==> config.mk <==
export PLATFORM = sky130hd
export DESIGN_NAME = sequenciador_leds
export DESIGN_NICKNAME = d
export VERILOG_FILES = /design/src/rtl/sequenciador_leds.sv
export SDC_FILE = /design/constraint.sdc
export NUM_CORES = 1
export LEC_CHECK = 0
export ABC_AREA = 1
export CAP_MARGIN = 40
export CORE_ASPECT_RATIO = 0.7
export CORE_UTILIZATION = 47
export DETAILED_ROUTE_END_ITERATION = 16
export GPL_TIMING_DRIVEN = 0
export PLACE_DENSITY = 0.84
export SYNTH_ARGS = -nofsm -noshare
export SYNTH_HDL_FRONTEND = slang
export SYNTH_SLANG_ARGS = --single-unit
==> constraint.sdc <==
create_clock -name clock -period 1.5 [get_ports clock]
set_clock_uncertainty 0.2 [all_clocks]
set_input_delay 0.225 -clock clock [delete_from_list [all_inputs] [get_ports clock]]
set_output_delay 0.225 -clock clock [all_outputs]
set_load 0.02 [all_outputs]
==> src/rtl/sequenciador_leds.sv <==
// Show-phase controller: plays stored LED patterns from address 0 up to a latched
// limit, each lit for Ton cycles followed by a Toff dark gap, then pulses pronto.
module sequenciador_leds #(
  parameter int ADDR_W  = 4,
  parameter int T_ON    = 1000,
  parameter int T_OFF   = 500,
  parameter int TIMER_W = 16
) (
  input  logic              clock,
  input  logic              reset,
  input  logic              iniciar,
  input  logic              abortar,
  input  logic              dificuldade,
  input  logic [ADDR_W-1:0] limite,
  input  logic [7:0]        dado_memoria,
  output logic [ADDR_W-1:0] endereco,
  output logic [7:0]        leds,
  output logic              ocupado,
  output logic              pronto,
  output logic [3:0]        db_estado
);

  typedef enum logic [2:0] {
    OCIOSO  = 3'd0,
    BUSCA   = 3'd1,
    ACESO   = 3'd2,
    APAGADO = 3'd3,
    FIM     = 3'd4
  } t_estado;

  // Terminal timer values (duration minus one) for each difficulty.
  localparam logic [TIMER_W-1:0] ON_NORMAL  = TIMER_W'(T_ON - 1);
  localparam logic [TIMER_W-1:0] ON_RAPIDO  = TIMER_W'(T_ON / 2 - 1);
  localparam logic [TIMER_W-1:0] OFF_NORMAL = TIMER_W'(T_OFF - 1);
  localparam logic [TIMER_W-1:0] OFF_RAPIDO = TIMER_W'(T_OFF / 2 - 1);

  t_estado             r_estado;
  t_estado             w_prox;
  logic [TIMER_W-1:0]  r_timer;
  logic [ADDR_W-1:0]   r_limite;
  logic                r_dificuldade;
  logic [ADDR_W-1:0]   r_endereco;
  logic [7:0]          r_leds;
  logic                r_ocupado;
  logic                r_pronto;
  logic                w_fim_on;
  logic                w_fim_off;
  logic                w_ultimo;

  assign w_fim_on  = (r_timer == (r_dificuldade ? ON_RAPIDO : ON_NORMAL));
  assign w_fim_off = (r_timer == (r_dificuldade ? OFF_RAPIDO : OFF_NORMAL));
  assign w_ultimo  = (r_endereco == r_limite);

  // Next-state logic; abortar overrides every other condition.
  always_comb begin
    w_prox = r_estado;
    if (abortar) begin
      w_prox = OCIOSO;
    end else begin
      case (r_estado)
        OCIOSO: begin
          if (iniciar) w_prox = BUSCA;
          else         w_prox = OCIOSO;
        end
        BUSCA: w_prox = ACESO;
        ACESO: begin
          if (w_fim_on) w_prox = APAGADO;
          else          w_prox = ACESO;
        end
        APAGADO: begin
          if (!w_fim_off)    w_prox = APAGADO;
          else if (w_ultimo) w_prox = FIM;
          else               w_prox = BUSCA;
        end
        FIM:     w_prox = OCIOSO;
        default: w_prox = OCIOSO;
      endcase
    end
  end

  // State, timer and datapath registers.
  always_ff @(posedge clock) begin
    if (reset) begin
      r_estado      <= OCIOSO;
      r_timer       <= '0;
      r_limite      <= '0;
      r_dificuldade <= 1'b0;
      r_endereco    <= '0;
      r_leds        <= 8'h00;
      r_ocupado     <= 1'b0;
      r_pronto      <= 1'b0;
    end else begin
      r_estado  <= w_prox;
      r_ocupado <= (w_prox != OCIOSO);
      r_pronto  <= (w_prox == FIM);
      // Timer runs only while staying in a timed state; any transition clears it.
      if ((r_estado == ACESO || r_estado == APAGADO) && (w_prox == r_estado))
        r_timer <= r_timer + TIMER_W'(1);
      else
        r_timer <= '0;

      if (abortar) begin
        if (r_estado != OCIOSO) begin
          r_endereco <= '0;
          r_leds     <= 8'h00;
        end
      end else begin
        case (r_estado)
          OCIOSO: begin
            if (iniciar) begin
              r_limite      <= limite;
              r_dificuldade <= dificuldade;
              r_endereco    <= '0;
            end
          end
          BUSCA: r_leds <= dado_memoria;
          ACESO: begin
            if (w_fim_on) r_leds <= 8'h00;
          end
          APAGADO: begin
            if (w_fim_off && !w_ultimo) r_endereco <= r_endereco + ADDR_W'(1);
          end
          default: r_leds <= r_leds;
        endcase
      end
    end
  end

  assign endereco  = r_endereco;
  assign leds      = r_leds;
  assign ocupado   = r_ocupado;
  assign pronto    = r_pronto;
  assign db_estado = {1'b0, r_estado};

endmodule

After elaboration in Yosys (flattened, before gate mapping) --
Index checks and enable logic that the tools add are counted.
Storage, ports and cells: register bits after elaboration 38, input bits 17, logic and storage cells 54
Operators by class: $add $sub $neg 2, equal/unequal tests 12, mux-type cells 17, bitwise gates (word level) 2, reductions and logical operators 13
Operators with widths (number):
- $mux W8 | 3
- $add A16 B1 Y16 const B | 1
- $eq A16 B10 Y1 | 1
- $eq A16 B9 Y1 | 1
- $mux W4 | 4
- $pmux W8 S2 | 1
- $pmux W3 S4 | 1
- $reduce_bool A3 Y1 | 4
- $mux W10 | 1
- $mux W3 | 3
- $mux W9 | 1
- $pmux W4 S2 | 1
- $eq A3 B2 Y1 const B | 2
- $ne A3 B3 Y1 const B | 2
- $reduce_and A3 Y1 | 2
- $add A4 B1 Y4 const B | 1
- $eq A4 B4 Y1 | 1
- $reduce_and A4 Y1 | 1
- $eq A3 B1 Y1 const B | 1
- $eq A3 B3 Y1 | 1
- $eq A3 B3 Y1 const B | 1
- $logic_not A3 Y1 | 1
- $ne A3 B2 Y1 const B | 1
- $logic_and A1 B1 Y1 | 2
- 6 further kinds | 8

Logic depth before layout (Yosys ltp) --
Gate-level depths: netlist (run 1).
depth in word-level cells 9, gate-level depth with buffers 13, depth with buffers taken out 12

Worst setup path after synthesis (run 1) --
No wires, ideal clock.
path type reg-to-reg, start point register r_estado[0], end point register r_endereco[1], in the netlist endereco[1], library setup time 128 ps, arrival 1408 ps, required time 1172 ps, path slack -236 ps, stages on the path, launching flop included 8, period minus slack after synthesis 1736 ps, cell sequence dfxtp_1 -> nand2_1 -> inv_1 -> nand2_1 -> a31oi_1 -> nand2_1 -> o21ai_0 -> nor2_1
On the way: word-level cells in the longest chain between the ends 3, elaborated cells between the ends (all ways) 10, those cells by class eq/ne: 4; mux: 2; reduce/logical: 4
Ends and longest elaborated chain:
- start, declared | line 37 | t_estado r_estado;
- start signal, assigned | line 93 | r_estado <= w_prox;
- $eq A3 B2 Y1 (tied with other cells) | line 108 | case (r_estado)
- $ne A3 B2 Y1 (no line) (tied with other cells)
- $reduce_and A4 Y1 (no line) / $mux W4 (equally long branches)
- end signal, assigned | line 121 | if (w_fim_off && !w_ultimo) r_endereco <= r_endereco + ADDR_W'(1);
- end, declared | line 42 | logic [ADDR_W-1:0] r_endereco;
Several ways; a longest one is shown, not always the timed one. A chain may end at the register's enable or synchronous reset.

Final worst setup path (run 1) --
start point register r_timer[5], end point register r_timer[6]
On the way: word-level cells in the longest chain between the ends 8, elaborated cells between the ends (all ways) 11, those cells by class add/sub: 1; eq/ne: 3; mux: 4; bitwise: 1; reduce/logical: 2
Ends and longest elaborated chain:
- start, declared | line 39 | logic [TIMER_W-1:0] r_timer;
- start signal, assigned | line 98 | r_timer <= r_timer + TIMER_W'(1);
- $eq A16 B9 Y1 / $eq A16 B10 Y1 (equally long branches) | line 51, 50
- $mux W3 / $mux W1 (equally long branches) | line 71, 67
- $pmux W3 S4 | line 60 | case (r_estado)
- $mux W3 | line 57 | if (abortar) begin
- $eq A3 B3 Y1 | line 97 | if ((r_estado == ACESO || r_estado == APAGADO) && (w_prox == r_estado))
- $logic_and A1 B1 Y1 | line 97
- $not A1 Y1 (no line)
- $reduce_or A2 Y1 (no line)
Several ways; a longest one is shown, not always the timed one.

==> results of run 1 <==
[layout make-up]
type	instances	area [um^2]
Sequential cell	38	815
Clock buffer	8	80.1
Inverter	43	165
Buffer	4	36.3
Tap cell	52	65.1
Timing Repair Buffer	49	470
Multi-Input combinational cell	204	1240
Fill cell	300	1070
[worst max-delay path by stage]
stage	startpoint	to	cells after the start
global placement	reset	r_timer[1]$_SDFF_PP0_	7
finish	r_timer[5]$_SDFF_PP0_	r_timer[6]$_SDFF_PP0_	10
CTS	r_timer[7]$_SDFF_PP0_	r_timer[6]$_SDFF_PP0_	12
floorplan	r_timer[5]$_SDFF_PP0_	r_timer[4]$_SDFF_PP0_	12
global route	r_timer[2]$_SDFF_PP0_	r_timer[6]$_SDFF_PP0_	11
detailed placement	reset	r_timer[3]$_SDFF_PP0_	7
[stage by stage]
step | util | instances | setup slack, ns | TNS, ns
6_report | 0.729 | 398 | -0.237 | -5.92
5_1_grt | 0.729 | 398 | -0.331 | -9.50
4_1_cts | 0.709 | 395 | -0.192 | -3.68
3_5_place_dp | 0.611 | 373 | -0.456 | -10.41
3_3_place_gp | 0.611 | 373 | -0.419 | -9.45
2_1_floorplan | - | 289 | -0.0751 | -0.805
[cells by family after synthesis]
logic type / after synthesis / synth area share
AO/OA/AOI/OAI: 26 / 0.0683
XOR/XNOR: 15 / 0.0670
adder cells (fa/ha/maj): 2 / 0.0128
buffers and inverters: 47 / 0.0983
flip-flops: 38 / 0.388
other: 1 / 0.00191
AND/OR/NAND/NOR: 160 / 0.363
[synthesized netlist by cell type (all sizes together), types with 2 or more instances]
| master | n |
|---|---|
| dfxtp | 38 |
| o21ai | 7 |
| nand3 | 23 |
| inv | 42 |
| nor2 | 48 |
| ha | 2 |
| xnor2 | 4 |
| a21oi | 17 |
| nor3 | 7 |
| xor2 | 11 |
| nand2 | 79 |
| buf | 3 |
[worst min-delay path: cells and delay by family]
family          cells  cell delay, ns
buf+inv             1            0.19
simple gates        2            0.16
compound gates      1            0.06
[routing by layer]
| layer | global-route usage | up-vias | routed length, um |
|---|---|---|---|
| li1 | - | 1007 | - |
| met2 | 0.367 | 65 | 2290 |
| met4 | 0.0727 | 0 | 45 |
| met3 | 0.0443 | 5 | 273 |
| met1 | 0.320 | 920 | 2300 |
| met5 | 0 | - | 0 |
[cell usage in the layout, fill, tap and decap left out, types with 2 or more instances in the layout]
cell type,n
a21oi_1,17
buf_12,2
nor3_1,4
nand2_1,56
inv_1,32
nand3_1,13
clkbuf_1,4
nor2_1,19
buf_4,13
dfxtp_4,11
o21ai_0,5
nand3_2,8
nand2_4,5
nand3_4,2
clkdlybuf4s50_1,15
nor2_2,25
buf_6,3
nand2_2,18
nor3_4,2
dfxtp_2,10
dlygate4sd2_1,17
clkbuf_8,5
inv_2,9
xor2_1,11
dfxtp_1,17
xnor2_1,4
nor2_4,4
[where the power goes]
group	switching (uW)	internal, uW
Clock	360	330
Sequential	19.2	1010
Combinational	128	98.4
[state kept, by name, indices dropped and copies added, names as in the netlist]
register / cells
pronto: 1
r_estado: 3
r_dificuldade: 1
endereco: 4
leds: 8
r_limite: 4
ocupado: 1
r_timer: 16
[what timing repair did]
item                       4_1_cts  5_1_grt
cloned                           1        0
pin swaps                       14        4
buffers inserted                13        3
setup endpoints to repair       53       38
gates resized for setup         85       19
==> results.py, run 1 <==
metrics = {
    "clock_network": {
        "clk_latency_ns": 0.30,
        "hold_buffers": 0,
        "root_buffer": "clkbuf_8",
        "clk_pin_slew_ns": 0.08,
        "cts_made_buffers": 5,
        "cts.htree.levels": 2,
        "clockBufferDepth": 2,
        "cts_sinks": 38,
        "cts_tree": "built",
    },
    "power_and_ir_drop": {
        "power.density_mw_per_mm2": 678,
        "ir_drop_mv": 0.520,
        "power.leakage_uw": 0.00125,
        "p_total_uw": 1950,
    },
    "logic_synthesis": {
        "yosysTopAreaCell": "dfxtp_1",
        "yosys_register_bits": 38,
        "synth_nets": 308,
        "async_flop_share": 0,
        "ys.warnings.count": 0,
        "synth_top_area_frac": 0.388,
        "dominantRegCellSynth": "dfxtp_1",
        "synth_edf_count": 0,
        "avgSynthCellArea_um2": 6.78,
        "ys_types": 29,
        "ys_seq_area_frac": 0.388,
        "syn_inst": 289,
        "synth_area_mm2": 0.00196,
        "ys_top_cells_by_area": "dfxtp_1 39%, nand2_1 15%, inv_1 7.9%, nor2_1 6.3%, nand3_1 5.6%",
    },
    "floorplan": {
        "dieArea_mm2": 0.00444,
        "ios": 35,
        "row_count": 19,
        "die_y_um": 56.0,
        "die_x_um": 79.2,
        "core-area_mm2": 0.00395,
        "start_util": 0.497,
    },
    "global_route": {
        "antenna_found_initial": 0,
        "grtUsageTotal": 0.232,
        "grt_pass1_vias": 1761,
        "grt_pass1_wl_um": 8070,
        "grt_max_degree": 12,
        "gr-total-overflow": 0,
    },
    "timing": {
        "rsz0062_at_grt": "yes",
        "timing.fmax_mhz": 576,
        "fin_crit_sh": 1.16,
        "hold_viol_final": 0,
        "finalSetupViolCount": 32,
        "fin_crit_ns": 1.74,
        "setup_slack_ns": -0.237,
        "drv_slew": 0,
        "finalHoldWorstSlack_ns": 0.164,
    },
    "place": {
        "placed_cell_area_mm2": 0.00241,
        "numPortBuffers": 32,
        "post-dp-hpwl_um": 3140,
        "routabilityCongestion": 0.841,
    },
    "finish": {
        "nNetsFinal": 364,
        "drive_gt1_frac": 0.364,
        "num_antenna_cells": 0,
        "area_delta_synth_final_pct": 46.8,
        "stdcell_area_mm2": 0.00288,
    },
    "worst_setup_path": {
        "timing.rr.end": "r_timer[6]$_SDFF_PP0_",
        "crit-reg2reg-launch": "r_timer[5]$_SDFF_PP0_",
        "start_kind": "flip-flop",
        "worstSetupEndpointType": "flip-flop",
        "cp_slowest_cell": "dfxtp_4",
        "crit_top_cell": "nor2_2",
        "cp.required_ns": 1.49,
        "arrival_ns": 1.72,
        "rrSetupSlack_ns": -0.24,
        "crit_type": "reg2reg",
        "crit_path_cell_trace": "nand2_2 > nor2_2 > inv_1 > nor2_2 > nand4_1 > nand3_2 > nor2_2 > nand2_4 > buf_12 > nor2_2",
        "cp_max_fo": 6,
        "rr_worst_depth": 10,
        "path_buf_inv": 2,
        "max_stage_delay_ns": 0.38,
        "critPathTopFamily": "simple AND/OR/NAND/NOR gates",
    },
    "hold_path": {
        "min_to": "endereco[3]$_SDFFE_PP0P_",
        "hold_path.class": "in2reg",
        "worstHoldStart": "abortar",
        "hold_depth": 4,
    },
    "route": {
        "vias_per_cell": 5.02,
        "drt-initial-drc-count": 141,
        "route.vias.total": 1997,
        "routed_wl_um": 4900,
        "ant_nets": 0,
        "wl_per_cell_um": 12.3,
        "drc": 0,
        "drt-pass1-iter-count": 4,
    },
    "flow_run": {
        "cap_violations": 0,
    },
    "outcome": {
        "violations": "setup timing",
        "status": "finished, violations left",
    },
}
Note: power is estimated with default switching activity, not from simulation.
==> inputs of run 2 (changes only) <==
--- a/config.mk
+++ b/config.mk
@@ -8,10 +8,11 @@
 export ABC_AREA = 1
 export CAP_MARGIN = 40
 export CORE_ASPECT_RATIO = 0.7
-export CORE_UTILIZATION = 47
+export CORE_UTILIZATION = 54
 export DETAILED_ROUTE_END_ITERATION = 16
+export GPL_ROUTABILITY_DRIVEN = 0
 export GPL_TIMING_DRIVEN = 0
-export PLACE_DENSITY = 0.84
+export PLACE_DENSITY = 0.91
 export SYNTH_ARGS = -nofsm -noshare
 export SYNTH_HDL_FRONTEND = slang
 export SYNTH_SLANG_ARGS = --single-unit
==> constraint.sdc (replaced) <==
create_clock -name clock -period 2 [get_ports clock]
set_clock_uncertainty 0.2 [all_clocks]
set_input_delay 0.3 -clock clock [delete_from_list [all_inputs] [get_ports clock]]
set_output_delay 0.3 -clock clock [all_outputs]
set_load 0.02 [all_outputs]
==> run 2 against run 1 <==
The run now ends clean; sequential share of layout area up 2.6 points; flip-flop and latch count unchanged; combinational power down 31%; sequential power down 24%; highest routed layer unchanged; cell count down 5.5%; utilization up 2.2 points; routed wire length down 9.1%; cell area down 14%; critical endpoint is now endereco[2].
==> results.py, run 2 (synthesized netlist as in run 1, its figures left out) <==
metrics = {
    "finish": {
        "instances_no_fill": 376,
        "top_register": "r_timer",
        "post-route-util": 0.751,
        "area_delta_synth_final_pct": 26.3,
        "nFillCells": 259,
        "nNetsFinal": 347,
        "drive_gt1_frac": 0.128,
        "largest_reg_flops": 16,
        "mostFrequentLayoutCell": "nand2_1",
        "final_cell_mix": "76 x nand2_1, 41 x inv_1, 35 x dfxtp_1",
        "num_antenna_cells": 0,
    },
    "outcome": {
        "status": "finished clean",
    },
    "floorplan": {
        "row_count": 17,
        "die_x_um": 74.0,
        "ios": 35,
        "start_util": 0.594,
        "die_y_um": 52.4,
        "dieArea_mm2": 0.00388,
        "core-area_mm2": 0.00330,
    },
    "power_and_ir_drop": {
        "p_sw_uw": 369,
        "power.density_mw_per_mm2": 601,
        "ir_drop_mv": 0.383,
        "combPwrFrac": 0.104,
        "power.share.sequential": 0.528,
        "intPower_uw": 1120,
        "p_sw_frac": 0.248,
        "clkPwrFrac": 0.368,
        "p_total_uw": 1490,
        "power.leakage_uw": 0.000968,
    },
    "worst_setup_path": {
        "cp_max_fo": 6,
        "cp.required_ns": 1.50,
        "max_stage_delay_ns": 0.65,
        "cp_slowest_cell": "clkdlybuf4s50_1",
        "critPathTopFamily": "buffers and inverters",
        "arrival_ns": 1.41,
        "start_kind": "flip-flop",
        "worstSetupEndpointType": "output pin",
        "crit_type": "reg2out",
        "crit_path_cell_trace": "clkdlybuf4s50_1",
        "path_buf_inv": 1,
    },
    "global_route": {
        "grt_max_degree": 12,
        "grt_pass1_vias": 1583,
        "grtUsageTotal": 0.245,
        "gr-total-overflow": 0,
        "antenna_found_initial": 0,
        "grt_pass1_wl_um": 6980,
    },
    "timing": {
        "finalSetupViolCount": 0,
        "fin_crit_ns": 1.91,
        "rsz0062_at_grt": "yes",
        "finalSetupTns_ns": 0,
        "finalHoldWorstSlack_ns": 0.231,
        "timing.fmax_mhz": 522,
        "drv_slew": 0,
        "fin_crit_sh": 0.957,
        "hold_viol_final": 0,
    },
    "route": {
        "drt-pass1-iter-count": 4,
        "drc": 0,
        "routed_wl_um": 4460,
        "wl_per_cell_um": 11.9,
        "ant_nets": 0,
        "drt-initial-drc-count": 179,
        "vias_per_cell": 5.02,
        "route.vias.total": 1886,
    },
    "clock_network": {
        "cts.htree.levels": 2,
        "post-cts-setup-buffers": 0,
        "clockBufferDepth": 2,
        "cts_sinks": 38,
        "cts_tree": "built",
        "cts_made_buffers": 5,
        "hold_buffers": 0,
        "clk_latency_ns": 0.29,
        "cts_resized": 0,
        "clk_pin_slew_ns": 0.07,
        "root_buffer": "clkbuf_8",
    },
    "place": {
        "post-dp-hpwl_um": 3220,
        "dpl.cell_count": 368,
        "numPortBuffers": 32,
    },
    "flow_run": {
        "cap_violations": 0,
    },
    "hold_path": {
        "hold_path.class": "in2reg",
    },
}
[run 2: changes by cell type in the layout (fill, tap and decap cells not counted), moves of 12 or more]
cell / delta
nand2_2: -16
nand2_1: +20
nor2_1: +13
clkdlybuf4s50_1: +17
dfxtp_1: +18
buf_4: -12
dlygate4sd2_1: -17
[run 2: cell type report]
class	count	area, um^2	share of cell area
Inverter	43	161	0.0652
Tap cell	47	58.8	0.0238
Buffer	4	31.3	0.0126
Multi-Input combinational cell	204	1050	0.423
Timing Repair Buffer	32	320	0.129
Sequential cell	38	764	0.309
Clock buffer	7	86.3	0.0349
Clock inverter	1	5.00	0.00202
[run 2: path summary, 6_finish.rpt]
path                                          startpoint                        to  slack [ns]  cells after the start
worst min-delay path                             abortar  endereco[2]$_SDFFE_PP0P_        0.23                      4
worst max register to register     r_timer[3]$_SDFF_PP0_    r_timer[11]$_SDFF_PP0_        0.12                      8
worst min register to register      leds[0]$_SDFFE_PP0P_      leds[0]$_SDFFE_PP0P_        0.26                      2
worst max-delay path            endereco[2]$_SDFFE_PP0P_               endereco[2]        0.09                      1
[run 2: power by group through the flow]
stage | sequential (uW) | clock (uW) | combinational (uW)
2_1_floorplan | 810 | 0 | 75.9
3_3_place_gp | 801 | 0 | 145
3_5_place_dp | 803 | 0 | 150
4_1_cts | 785 | 553 | 151
5_1_grt | 787 | 579 | 173
6_report | 786 | 547 | 155
[run 2: layer usage]
layer | up-vias | track usage | wire [um]
met2 | 75 | 0.368 | 2000
li1 | 970 | - | -
met3 | 8 | 0.0635 | 329
met1 | 833 | 0.335 | 2070
met5 | - | 0 | 0
met4 | 0 | 0.0962 | 61
[run 2: through the flow]
| step | instance area (um^2) | setup slack (ns) |
|---|---|---|
| after floorplan | 1960 | 0.264 |
| after global placement | 2340 | 0.00622 |
| after detailed placement | 2340 | 0.000730 |
| after CTS | 2430 | 0.0831 |
| after global routing | 2470 | -0.0192 |
| final | 2470 | 0.0859 |
